**src/rtl/pong_pkg.sv**
```systemverilog
// rtl/pong_pkg.sv - shared codes, geometry and helpers for the pong ball logic
package pong_pkg;

  typedef enum logic [1:0] {
    GS_P1_SERVE = 2'd0,
    GS_P2_SERVE = 2'd1,
    GS_PLAYING  = 2'd2,
    GS_GAME_END = 2'd3
  } game_state_e;

  typedef enum logic [1:0] {
    ST_PARK   = 2'd0,
    ST_LAUNCH = 2'd1,
    ST_MOVE   = 2'd2,
    ST_FROZEN = 2'd3
  } ball_state_e;

  localparam logic [9:0] P1_BOARD_X = 10'd110;
  localparam logic [9:0] P2_BOARD_X = 10'd530;
  localparam logic [9:0] TOP_Y      = 10'd40;
  localparam logic [9:0] BOT_Y      = 10'd440;
  localparam logic [9:0] PAD_HALF   = 10'd30;
  localparam logic [9:0] PARK_GAP   = 10'd8;
  localparam logic [9:0] X_MAX      = 10'd639;
  localparam logic [9:0] RESET_Y    = 10'd240;
  localparam logic [9:0] P1_PARK_X  = P1_BOARD_X + PARK_GAP;
  localparam logic [9:0] P2_PARK_X  = P2_BOARD_X - PARK_GAP;
  localparam logic [2:0] SPEED_INIT = 3'd2;
  localparam logic [2:0] SPEED_MAX  = 3'd6;

  // Widened to 11 bits signed so a full-range difference never wraps.
  function automatic logic [10:0] abs_diff(input logic [9:0] a, input logic [9:0] b);
    logic signed [10:0] d;
    d = $signed({1'b0, a}) - $signed({1'b0, b});
    return (d < 0) ? 11'(-d) : 11'(d);
  endfunction

  function automatic ball_state_e leave_play(input game_state_e gs);
    return (gs == GS_GAME_END) ? ST_FROZEN : ST_PARK;
  endfunction

endpackage

```
**src/rtl/ball_axis_step.sv**
```systemverilog
// rtl/ball_axis_step.sv - one motion step along an axis with reflection at lo/hi
// dir=1 moves toward hi; reaching or crossing a bound snaps onto it and reverses.
module ball_axis_step (
  input  logic [9:0] pos,
  input  logic [2:0] step,
  input  logic       dir,
  input  logic [9:0] lo,
  input  logic [9:0] hi,
  output logic [9:0] next_pos,
  output logic       next_dir,
  output logic       bounced
);

  logic signed [11:0] np;

  always_comb begin
    np = dir ? $signed({2'b00, pos}) + $signed({9'b0, step})
             : $signed({2'b00, pos}) - $signed({9'b0, step});
    next_pos = np[9:0];
    next_dir = dir;
    bounced  = 1'b0;
    if (dir && np >= $signed({2'b00, hi})) begin
      next_pos = hi;
      next_dir = 1'b0;
      bounced  = 1'b1;
    end else if (!dir && np <= $signed({2'b00, lo})) begin
      next_pos = lo;
      next_dir = 1'b1;
      bounced  = 1'b1;
    end
  end

endmodule

```
**src/rtl/ball_motion_ctrl.sv**
```systemverilog
// rtl/ball_motion_ctrl.sv - ball park/launch/move/freeze sequencing for pong
// BALL_SPEEDUP_EN: each paddle return raises the x step by one up to SPEED_MAX.
module ball_motion_ctrl
  import pong_pkg::*;
(
  input  logic       clk,
  input  logic       reset,
  input  logic       tick,
  input  logic [1:0] game_state,
  input  logic [9:0] p1_pad_y,
  input  logic [9:0] p2_pad_y,
  output logic [9:0] ball_x,
  output logic [9:0] ball_y,
  output logic       hit_p1,
  output logic       hit_p2,
  output logic       wall_bounce
);

  localparam logic signed [11:0] P1_S   = $signed({2'b00, P1_BOARD_X});
  localparam logic signed [11:0] P2_S   = $signed({2'b00, P2_BOARD_X});
  localparam logic signed [11:0] XMAX_S = $signed({2'b00, X_MAX});

  ball_state_e state_q, state_d;
  logic [9:0]  x_q, x_d, y_q, y_d;
  logic [2:0]  speed_q, speed_d, speed_up;
  logic        dir_x_q, dir_x_d, dir_y_q, dir_y_d;
  logic        serve_p2_q, serve_p2_d;
  logic        hit_p1_q, hit_p1_d, hit_p2_q, hit_p2_d, wall_q, wall_d;

  game_state_e        gs;
  logic signed [11:0] nx;
  logic [9:0]         y_step;
  logic               dir_y_step, y_bounced;
  logic               p1_cross, p2_cross, p1_cover, p2_cover;

  assign gs = game_state_e'(game_state);
  assign nx = dir_x_q ? $signed({2'b00, x_q}) + $signed({9'b0, speed_q})
                      : $signed({2'b00, x_q}) - $signed({9'b0, speed_q});

  assign p1_cross = !dir_x_q && (x_q > P1_BOARD_X) && (nx <= P1_S);
  assign p2_cross =  dir_x_q && (x_q < P2_BOARD_X) && (nx >= P2_S);
  assign p1_cover = abs_diff(y_q, p1_pad_y) <= {1'b0, PAD_HALF};
  assign p2_cover = abs_diff(y_q, p2_pad_y) <= {1'b0, PAD_HALF};

`ifdef BALL_SPEEDUP_EN
  assign speed_up = (speed_q >= SPEED_MAX) ? SPEED_MAX : speed_q + 3'd1;
`else
  assign speed_up = speed_q;
`endif

  ball_axis_step u_y_step (
    .pos      (y_q),
    .step     (3'd1),
    .dir      (dir_y_q),
    .lo       (TOP_Y),
    .hi       (BOT_Y),
    .next_pos (y_step),
    .next_dir (dir_y_step),
    .bounced  (y_bounced)
  );

  always_comb begin
    state_d    = state_q;
    x_d        = x_q;
    y_d        = y_q;
    speed_d    = speed_q;
    dir_x_d    = dir_x_q;
    dir_y_d    = dir_y_q;
    serve_p2_d = serve_p2_q;
    hit_p1_d   = 1'b0;
    hit_p2_d   = 1'b0;
    wall_d     = 1'b0;
    case (state_q)
      ST_PARK: begin
        case (gs)
          GS_P1_SERVE: begin x_d = P1_PARK_X; y_d = p1_pad_y; serve_p2_d = 1'b0; end
          GS_P2_SERVE: begin x_d = P2_PARK_X; y_d = p2_pad_y; serve_p2_d = 1'b1; end
          GS_PLAYING:  state_d = ST_LAUNCH;
          default:     state_d = ST_FROZEN;
        endcase
      end
      ST_LAUNCH: begin
        if (gs == GS_PLAYING) begin
          speed_d = SPEED_INIT;
          dir_x_d = !serve_p2_q;
          dir_y_d = 1'b1;
          state_d = ST_MOVE;
        end else begin
          state_d = leave_play(gs);
        end
      end
      ST_MOVE: begin
        if (gs != GS_PLAYING) begin
          state_d = leave_play(gs);
        end else if (tick) begin
          y_d     = y_step;
          dir_y_d = dir_y_step;
          wall_d  = y_bounced;
          // A paddle only catches the ball on the tick it crosses the face.
          if (p1_cross && p1_cover) begin
            x_d = P1_BOARD_X + 10'd1; dir_x_d = 1'b1; hit_p1_d = 1'b1; speed_d = speed_up;
          end else if (p2_cross && p2_cover) begin
            x_d = P2_BOARD_X - 10'd1; dir_x_d = 1'b0; hit_p2_d = 1'b1; speed_d = speed_up;
          end else if (nx < 0) begin
            x_d = 10'd0;
          end else if (nx > XMAX_S) begin
            x_d = X_MAX;
          end else begin
            x_d = nx[9:0];
          end
        end
      end
      default: ;
    endcase
  end

  always_ff @(posedge clk) begin
    if (reset) begin
      state_q    <= ST_PARK;
      x_q        <= P1_PARK_X;
      y_q        <= RESET_Y;
      speed_q    <= SPEED_INIT;
      dir_x_q    <= 1'b1;
      dir_y_q    <= 1'b1;
      serve_p2_q <= 1'b0;
      hit_p1_q   <= 1'b0;
      hit_p2_q   <= 1'b0;
      wall_q     <= 1'b0;
    end else begin
      state_q    <= state_d;
      x_q        <= x_d;
      y_q        <= y_d;
      speed_q    <= speed_d;
      dir_x_q    <= dir_x_d;
      dir_y_q    <= dir_y_d;
      serve_p2_q <= serve_p2_d;
      hit_p1_q   <= hit_p1_d;
      hit_p2_q   <= hit_p2_d;
      wall_q     <= wall_d;
    end
  end

  assign ball_x      = x_q;
  assign ball_y      = y_q;
  assign hit_p1      = hit_p1_q;
  assign hit_p2      = hit_p2_q;
  assign wall_bounce = wall_q;

endmodule
```
**config.mk**
```make
export PLATFORM = sky130hd
export DESIGN_NAME = ball_motion_ctrl
export DESIGN_NICKNAME = d
export VERILOG_FILES = /design/src/rtl/pong_pkg.sv /design/src/rtl/ball_axis_step.sv /design/src/rtl/ball_motion_ctrl.sv
export SDC_FILE = /design/constraint.sdc
export NUM_CORES = 1
export LEC_CHECK = 0
export ABC_AREA = 1
export BUFFER_PORTS_ARGS = -buffer_cell sky130_fd_sc_hd__buf_2
export CORE_ASPECT_RATIO = 0.6
export CORE_MARGIN = 5
export CORE_UTILIZATION = 35
export CTS_CLUSTER_SIZE = 10
export DETAILED_ROUTE_END_ITERATION = 16
export PLACE_DENSITY_LB_ADDON = 0.12
export SYNTH_ARGS = -nofsm -noshare
export SYNTH_HDL_FRONTEND = slang
export SYNTH_SLANG_ARGS = --single-unit
```
**constraint.sdc**
```tcl
create_clock -name clk -period 7 [get_ports clk]
set_input_delay 0.7 -clock clk [delete_from_list [all_inputs] [get_ports clk]]
set_output_delay 0.7 -clock clk [all_outputs]
set_load 0.05 [all_outputs]
```
# Yosys cells after proc, flatten, opt, wreduce, memory -nomap -nowiden
# Index checks and enable logic that the tools add are counted.
[totals]
wordCells = 110
out_inout_bits = 23
register_bits = 28
[op_classes]
bitwise = 2
add_sub_neg = 8
n_mux = 40
n_reduce_logical = 25
eq_ne = 14
order_cmp = 12
[op_table]
columns = ["cell", "n"]
rows = [
  ["10-bit 2-to-1 mux", 10],
  ["10-bit one-hot mux with 2 select lines", 4],
  ["12-bit 2-to-1 mux", 2],
  ["11-bit by 5-bit <= comparator with 1-bit output, second input constant", 2],
  ["11-bit by 1-bit < comparator with 1-bit output, second input constant", 2],
  ["11-bit 2-to-1 mux", 2],
  ["11-bit negation", 2],
  ["10-bit by 10-bit subtractor with 11-bit output", 2],
  ["1-bit 2-to-1 mux", 14],
  ["12-bit by 10-bit greater-or-equal comparator with 1-bit output, second input constant", 1],
  ["12-bit by 11-bit greater-or-equal comparator with 1-bit output, second input constant", 1],
  ["12-bit by 11-bit > comparator with 1-bit output, second input constant", 1],
  ["12-bit by 7-bit <= comparator with 1-bit output, second input constant", 1],
  ["12-bit by 8-bit <= comparator with 1-bit output, second input constant", 1],
  ["12-bit by 1-bit < comparator with 1-bit output, second input constant", 1],
  ["2-bit inequality test, second input constant", 6],
  ["10-bit by 1-bit adder with 11-bit output, second input constant", 1],
  ["10-bit by 2-bit adder with 11-bit output, second input constant", 1],
  ["10-bit by 1-bit subtractor with 11-bit output, second input constant", 1],
  ["10-bit by 2-bit subtractor with 11-bit output, second input constant", 1],
  ["10-bit by 7-bit > comparator with 1-bit output, second input constant", 1],
  ["10-bit < comparator, second input constant", 1],
  ["5-bit AND reduction", 2],
  ["1-bit logical AND", 8],
  ["other kinds (19)", 33],
]

# Depth between registers and ports, before layout
# Gate-level depths: netlist of the first run.
[logic_depth]
ltp_word = 10
depth_mapped = 24

# Cells and area by module
# From an unflattened synthesis of the first run, not the netlist that was laid out.
[hier_totals]
cells_unflattened = 994
hier_area_um2 = 5542.8
[modules_own_cells]
columns = ["mod", "cells_each", "area_per_inst_um2", "seq_area_each_um2", "instances"]
rows = [
  ["ball_motion_ctrl", 740, 4156.5, 560.5, 1],
  ["ball_axis_step", 254, 1386.3, 0.0, 1],
]

# Worst setup path after synthesis of the first run
# OpenSTA, ideal clock, no wires.
[synth_timing]
path_type = "flip-flop to flip-flop"
from = "reg y_q[0], in the netlist ball_y[0]"
to = "reg dir_x_q"
path_stages_with_launch = 23
period_less_slack_ps = 3118
n_path_buf = 0
t_arrival_ps = 2995
t_required_ps = 6877
path_slack_ps = 3882
setup_ps = 123
cell_sequence = "dfxtp_1 -> inv_1 -> ha_1 -> inv_1 -> fa_1 -> inv_1 -> nand2_1 -> nor2_1 -> nand3_1 -> nor2_1 -> nor2_1 -> nand2_1 -> nand2_1 -> nor2_1 -> nand3_1 -> nor2_2 -> nand2_2 -> nand2_4 -> inv_2 -> nand2_1 -> nand2_1 -> nand2_1 -> nand3_1"
[synth_via]
elab_chain_cells = 9
word_cells_on_any_way = 18
[synth_lines]
columns = ["element", "line_no", "text"]
rows = [
  ["start: declaration", "ball_motion_ctrl.sv:24", "logic [9:0] x_q, x_d, y_q, y_d;"],
  ["start signal: assignment", "ball_motion_ctrl.sv:132", "y_q <= y_d;"],
  ["10-bit by 10-bit subtractor with 11-bit output", "pong_pkg.sv:34", "d = $signed({1'b0, a}) - $signed({1'b0, b});"],
  ["11-bit negation or 11-bit by 1-bit < comparator with 1-bit output (tied branches)", "pong_pkg.sv:35", "return (d < 0) ? 11'(-d) : 11'(d);"],
  ["11-bit 2-to-1 mux", "pong_pkg.sv:35", ""],
  ["11-bit by 5-bit <= comparator with 1-bit output", "ball_motion_ctrl.sv:42", "assign p1_cover = abs_diff(y_q, p1_pad_y) <= {1'b0, PAD_HALF};"],
  ["1-bit logical AND", "ball_motion_ctrl.sv:100", "if (p1_cross && p1_cover) begin"],
  ["1-bit 2-to-1 mux", "ball_motion_ctrl.sv:100", ""],
  ["1-bit 2-to-1 mux", "ball_motion_ctrl.sv:95", "end else if (tick) begin"],
  ["1-bit 2-to-1 mux", "ball_motion_ctrl.sv:93", "if (gs != GS_PLAYING) begin"],
  ["1-bit one-hot mux with 2 select lines", "ball_motion_ctrl.sv:73", "case (state_q)"],
  ["end signal: assignment", "ball_motion_ctrl.sv:134", "dir_x_q <= dir_x_d;"],
  ["end: declaration", "ball_motion_ctrl.sv:26", "logic dir_x_q, dir_x_d, dir_y_q, dir_y_d;"],
]
# Parallel ways exist; a longest one is shown, timed or not. The select of a mux whose other input is x is not followed.
# A chain may end at the register's enable or synchronous reset.

# Worst setup path in the final report of the first run
# Same ends and word-level chain as after synthesis.

==> results of run 1 <==
[cells in the mapped netlist (all sizes together)]
cell	n
xor2	8
o31ai	1
nor2	89
a21oi	37
a211oi	1
nand4	19
nor4	4
buf	13
o22ai	2
xnor2	7
dfxtp	28
a221oi	6
o211ai	6
nand2	313
fa	2
nand3	96
o21bai	1
nor3	9
ha	27
a22oi	2
nor3b	1
o21ai	34
a31oi	4
nand3b	6
inv	129
clkbuf	5
or2	1
[routing by layer]
metal	routed length, µm	share of wire (%)
met4	94	0.62
met5	0	0
met3	1070	7.1
met2	5380	36
met1	8560	57
[power breakdown]
group | leakage [nW] | internal, mW | total, mW | switching [mW]
registers | 0.230 | 0.212 | 0.365 | 0.152
clock network | 0.0511 | 0.114 | 0.171 | 0.0566
logic | 2.50 | 0.646 | 2.04 | 1.39
total | 2.78 | 0.973 | 2.57 | 1.60
[flip-flops by register name, summed over array words and instances (netlist names)]
signal / flops
ball_x: 10
dir_x_q: 1
serve_p2_q: 1
state_q: 2
dir_y_q: 1
ball_y: 10
wall_bounce: 1
hit_p1: 1
hit_p2: 1
[cell type report]
type / instances / area, µm² / area share [%]
clock inverters: 1 / 30.0 / 0.586
multi-input cells: 676 / 3520 / 68.7
inverters: 129 / 484 / 9.46
clock buffers: 3 / 75.1 / 1.47
well taps: 170 / 213 / 4.15
flip-flops and latches: 28 / 561 / 10.9
repair buffers: 48 / 243 / 4.74
[per-stage QoR]
| step | instance area (µm²) | utilization (%) |
|---|---|---|
| final | 5120 | 39.6 |
| after global routing | 5120 | 39.6 |
| after CTS | 5120 | 39.6 |
| after detailed placement | 5020 | 38.8 |
| after global placement | 5020 | 38.8 |
| after floorplan | 4670 | - |
[worst max-delay path, stage by stage, from the launching register on]
cell,delay [ns]
dfxtp_1,0.53
inv_1,0.27
ha_1,0.25
inv_1,0.09
fa_1,0.46
inv_1,0.11
nand2_1,0.05
nor2_1,0.19
nand3_1,0.10
nor2_1,0.13
nor2_1,0.07
nand2_1,0.06
nand2_1,0.04
nor2_1,0.10
nand3_1,0.09
nor2_2,0.13
nand2_2,0.13
nand2_4,0.12
inv_2,0.05
nand2_1,0.05
nand2_1,0.05
nand2_1,0.05
nand3_1,0.06
[how the worst min path moves through the flow]
stage / endpoint / slack [ns] / cells after the start
CTS: serve_p2_q$_SDFFE_PP0P_ / 0.48 / 2
floorplan: serve_p2_q$_SDFFE_PP0P_ / 0.44 / 2
global route: serve_p2_q$_SDFFE_PP0P_ / 0.48 / 2
global placement: serve_p2_q$_SDFFE_PP0P_ / 0.47 / 2
detailed placement: serve_p2_q$_SDFFE_PP0P_ / 0.47 / 2
finish: serve_p2_q$_SDFFE_PP0P_ / 0.48 / 2
[logic make-up (layout without fill, tap and decap cells)]
logic type | after synthesis | count (layout) | synth area share [%]
fa+ha+maj | 29 | 29 | 8.10
flops | 28 | 28 | 12.0
buf+inv | 147 | 181 | 12.7
simple gates | 538 | 538 | 52.3
xor+xnor | 15 | 15 | 2.82
compound gates | 94 | 94 | 12.1
==> results_dict.tcl, run 1 <==
set metrics [dict create \
    status "complete, no violations" \
    vias 5349 \
    period_minus_slack_ns 3.34 \
    hold_class "reg -> reg" \
    ys_ff_latch 28 \
    final_cells 1055 \
    syn_inst 851 \
    antenna_left 0 \
    critPathRequiredTime_ns 7.13 \
    firstDrtPassIters 5 \
    maxCapViolations 0 \
    die_y_um 99.4 \
    synth_top_area_share_pct 23.4 \
    critPathCapture "dir_x_q$_SDFFE_PP1P_" \
    worstSetupStartpoint "ball_y[0]$_SDFFE_PP0P_" \
    cts_sinks 28 \
    wl_um 15100 \
    fp.dieArea_um2 15800 \
    post_drt_wl_per_cell_um 14.3 \
    cp.arrival_ns 3.46 \
    rows 32 \
    drcViolationCount 0 \
    dp_slack_ns 3.70 \
    crit_type "reg -> reg" \
    synthesis.nets 905 \
    syn_area_um2 4670 \
    max_freq_mhz 300 \
    antenna_found_initial 0 \
    ff2ff_path_depth 22 \
    final_common_cell "nand2_1" \
    start_kind "flip-flop" \
    grt_overflow 0 \
    ios 48 \
    setup_tns_ns 0 \
    setup_ws_ns 3.66 \
    regToRegEndpoint "dir_x_q$_SDFFE_PP1P_" \
    fill_cells 1478 \
    diodes 0 \
    drt_iter0_markers 406 \
    yosysTopAreaCell "nand2_1" \
    coreArea_um2 12900 \
    use_met1_pct 31.6 \
    cts-root-buf "clkbuf_16" \
    synth-seq-area-share_pct 12.0 \
    drv_slew 0 \
    post_cts_resized 0 \
    irDropWorstVdd_mv 0.244 \
    dpl.hpwl_um 12400 \
    avgViaCountPerCell 5.07 \
    crit-reg2reg-launch "ball_y[0]$_SDFFE_PP0P_" \
    clk_pin_slew_ns 0.07 \
    fp.dieW_um 159 \
    cts_htree_levels 1 \
    max_slew_margin_pct 52.7 \
    dpl.cell_count 1051 \
    worst_slew_pin_slew_ns 0.707 \
    synth_area_leaders "nand2_1, dfxtp_1, inv_1" \
    hold_viol 0 \
    reg2reg_slack_ns 3.66 \
    finClkSkew_ns 0.00586 \
    grt_max_degree 27 \
    gp_congestion 0.872 \
    grt_use_met3_pct 2.94 \
    layout.nets 940 \
    grt_use_total_pct 18.7 \
    grt-busiest-layer "met1" \
    start_util_pct 36.1 \
    met2_usage_pct 24.5 \
    cts_setup_buffers 0 \
    ys_warn_count 0 \
    layout_common_cells "nand2_1, inv_1, nand3_1" \
    min_from "serve_p2_q$_SDFFE_PP0P_" \
    critPathCaptureType "flip-flop" \
    fin_hold_ws_ns 0.484 \
    areaGrowthSynthToFinish_pct 9.73 \
    post-route-period-util_pct 47.7 \
    clkLatencyLatePin_ns 0.26 \
    clockBufferDepth 2 \
    powerDensity_nw_per_um2 502 \
    grt_setup_unrepaired "false" \
    grt_pass1_wl_um 24800 \
    cts_tree "yes" \
    ctsHoldBuffers 0 \
    port_buffers 47 \
    synth.distinct_cells 42 \
    cts_buffers 3 \
    grt_pass1_vias 4683 \
    path_max_fanout 8 \
    total_power_mw 2.57 \
    syn_area_per_cell_um2 5.48 \
    setup_viol 0 \
    p_leak_nw 2.78 \
    drive_gt1_share_pct 13.6 \
]
Note: power is estimated with default switching activity, not from simulation.
==> run 2: changes to the inputs <==
Clock period 7 ns to 2.9 ns, I/O delays scaled along.
==> results_dict.tcl, run 2 (synthesis gave the netlist of run 1 again) <==
set metrics [dict create \
    start_kind "flip-flop" \
    powerDensity_nw_per_um2 1230 \
    crit-reg2reg-launch "ball_y[0]$_SDFFE_PP0P_" \
    ff2ff_path_depth 18 \
    grt_pass1_vias 4649 \
    dpl.hpwl_um 12800 \
    layout_common_cells "nand2_1, inv_1, nand3_1" \
    status "complete, no violations" \
    port_buffers 47 \
    cp_top_family "simple AND/OR/NAND/NOR gates" \
    hold-path-cell-count 3 \
    hold_viol 0 \
    irDropWorstVdd_mv 0.586 \
    coreArea_um2 12900 \
    fp.dieArea_um2 15800 \
    grt_setup_unrepaired "true" \
    drcViolationCount 0 \
    cp.arrival_ns 2.89 \
    critPathRequiredTime_ns 3.05 \
    ff_latch_area_um2 568 \
    firstDrtPassIters 5 \
    ios 48 \
    setup_ws_ns 0.156 \
    layout.nets 975 \
    drive_gt1_share_pct 21.1 \
    regToRegEndpoint "ball_x[2]$_SDFFE_PP1P_" \
    finClkSkew_ns 0.00456 \
    clk_pin_slew_ns 0.08 \
    crit_type "reg -> reg" \
    gp_congestion 0.887 \
    cp_common_cell "nand3_2" \
    start_util_pct 36.1 \
    path_max_fanout 8 \
    grt_pass1_wl_um 25000 \
    antenna_found_initial 0 \
    switchingPower_mw 4.12 \
    multi_input_comb_area_um2 3670 \
    clkPwrFrac_pct 6.3 \
    clkLatencyLatePin_ns 0.27 \
    setup_viol 0 \
    p_leak_nw 2.98 \
    post-route-period-util_pct 94.6 \
    fin_util_pct 43.1 \
    final_area_um2 5580 \
    setup_tns_ns 0 \
    cts-root-buf "clkbuf_16" \
    drt_iter0_markers 427 \
    swShare_pct 59.9 \
    fill_cells 1414 \
    grt_overflow 0 \
    post_dp_cell_area_um2 5230 \
    min_from "game_state[0]" \
    max_slew_margin_pct 49.2 \
    worst_slew_pin_slew_ns 0.762 \
    cts_sinks 28 \
    p_int_mw 2.75 \
    critPathCaptureType "flip-flop" \
    final_cells 1090 \
    p_comb_share_pct 82.9 \
    die_y_um 99.4 \
    diodes 0 \
    fp.dieW_um 159 \
    max_stage_delay_ns 0.42 \
    reg2reg_slack_ns 0.16 \
    antenna_left 0 \
    dp_slack_ns 0.0566 \
    post_drt_wl_per_cell_um 14.5 \
    max_freq_mhz 364 \
    total_power_mw 6.87 \
    period_minus_slack_ns 2.74 \
    hold_class "in -> reg" \
    rows 32 \
    dpl.cell_count 1078 \
    fin_hold_ws_ns 0.303 \
    grt_use_total_pct 19.2 \
    avgViaCountPerCell 5.01 \
    cp_cell_sequence "inv_4 > ha_4 > inv_4 > fa_2 > nand2_2 > nand2_4 > nor3_4 > nand3_4 > nor2_4 > nand3_2 > nand2_1 > nand2_2 > a21oi_4 > nand3_4 > nand3_2 > nand3_2 > o21ai_2 > nand2_1" \
    wl_um 15800 \
    drv_slew 0 \
    crit_buf_inv 2 \
    clockBufferDepth 2 \
    maxCapViolations 0 \
    cts_buffers 3 \
    areaGrowthSynthToFinish_pct 19.5 \
    cts_tree "yes" \
    cts_htree_levels 1 \
    p_seq_share_pct 10.8 \
    final_common_cell "nand2_1" \
    grt_max_degree 27 \
    cpMaxStageDelayCell "fa_2" \
    vias 5466 \
    holdPathEnd "serve_p2_q$_SDFFE_PP0P_" \
]
run 2: changes by cell type in the layout (fill, tap and decap cells not counted), moves of 5 or more:
cell,before,now
nand3_1,86,78
inv_1,117,112
nand3_2,8,16
nand2_1,291,284
nor2_1,74,68
ha_1,27,21
buf_4,1,33
run 2: how the worst max path moves through the flow:
stage	from	end	slack (ns)	cells past startpoint
CTS	ball_y[0]$_SDFFE_PP0P_	dir_x_q$_SDFFE_PP1P_	0.04	22
floorplan	ball_y[0]$_SDFFE_PP0P_	dir_x_q$_SDFFE_PP1P_	0.06	22
detailed placement	ball_y[0]$_SDFFE_PP0P_	dir_x_q$_SDFFE_PP1P_	0.06	22
global placement	p1_pad_y[0]	dir_x_q$_SDFFE_PP1P_	0.11	22
finish	ball_y[0]$_SDFFE_PP0P_	ball_x[2]$_SDFFE_PP1P_	0.16	18
global route	ball_y[0]$_SDFFE_PP0P_	ball_x[2]$_SDFFE_PP1P_	-0.04	18
run 2: power groups by stage:
stage / Sequential [mW] / Clock [mW] / Combinational [mW]
after floorplan: 1.04 / 0 / 3.68
after global placement: 0.731 / 0 / 5.36
after detailed placement: 0.727 / 0 / 5.30
after CTS: 0.718 / 0.435 / 5.32
after global routing: 0.756 / 0.454 / 6.36
final: 0.739 / 0.433 / 5.70
run 2: routing by layer:
layer | part of all wire (%) | global-route usage [%]
met5 | 0 | 0
met4 | 0.27 | 1.77
met3 | 6.8 | 2.11
met2 | 37 | 25.5
met1 | 56 | 32.7
run 2: repair_timing:
| item | in CTS | in global routing |
|---|---|---|
| setup buffers | 0 | 8 |
| gates resized for setup | 0 | 50 |
| hold buffers | 0 | 0 |
| setup endpoints to repair | 0 | 11 |
run 2: cell type report:
cell class / instances / share of cell area (%)
multi-input combinational: 676 / 65.9
inverter: 129 / 8.77
sequential: 28 / 10.2
clock buffer: 3 / 1.35
tap: 170 / 3.82
clock inverter: 1 / 0.539
timing repair buffer: 83 / 9.47
run 2: worst reg2reg max path, cell delays in order, from the launching register on:
cell,delay [ns]
dfxtp_2,0.34
inv_4,0.08
ha_4,0.14
inv_4,0.04
fa_2,0.42
nand2_2,0.10
nand2_4,0.07
nor3_4,0.26
nand3_4,0.14
nor2_4,0.14
nand3_2,0.08
nand2_1,0.08
nand2_2,0.07
a21oi_4,0.16
nand3_4,0.16
nand3_2,0.12
nand3_2,0.07
o21ai_2,0.06
nand2_1,0.06
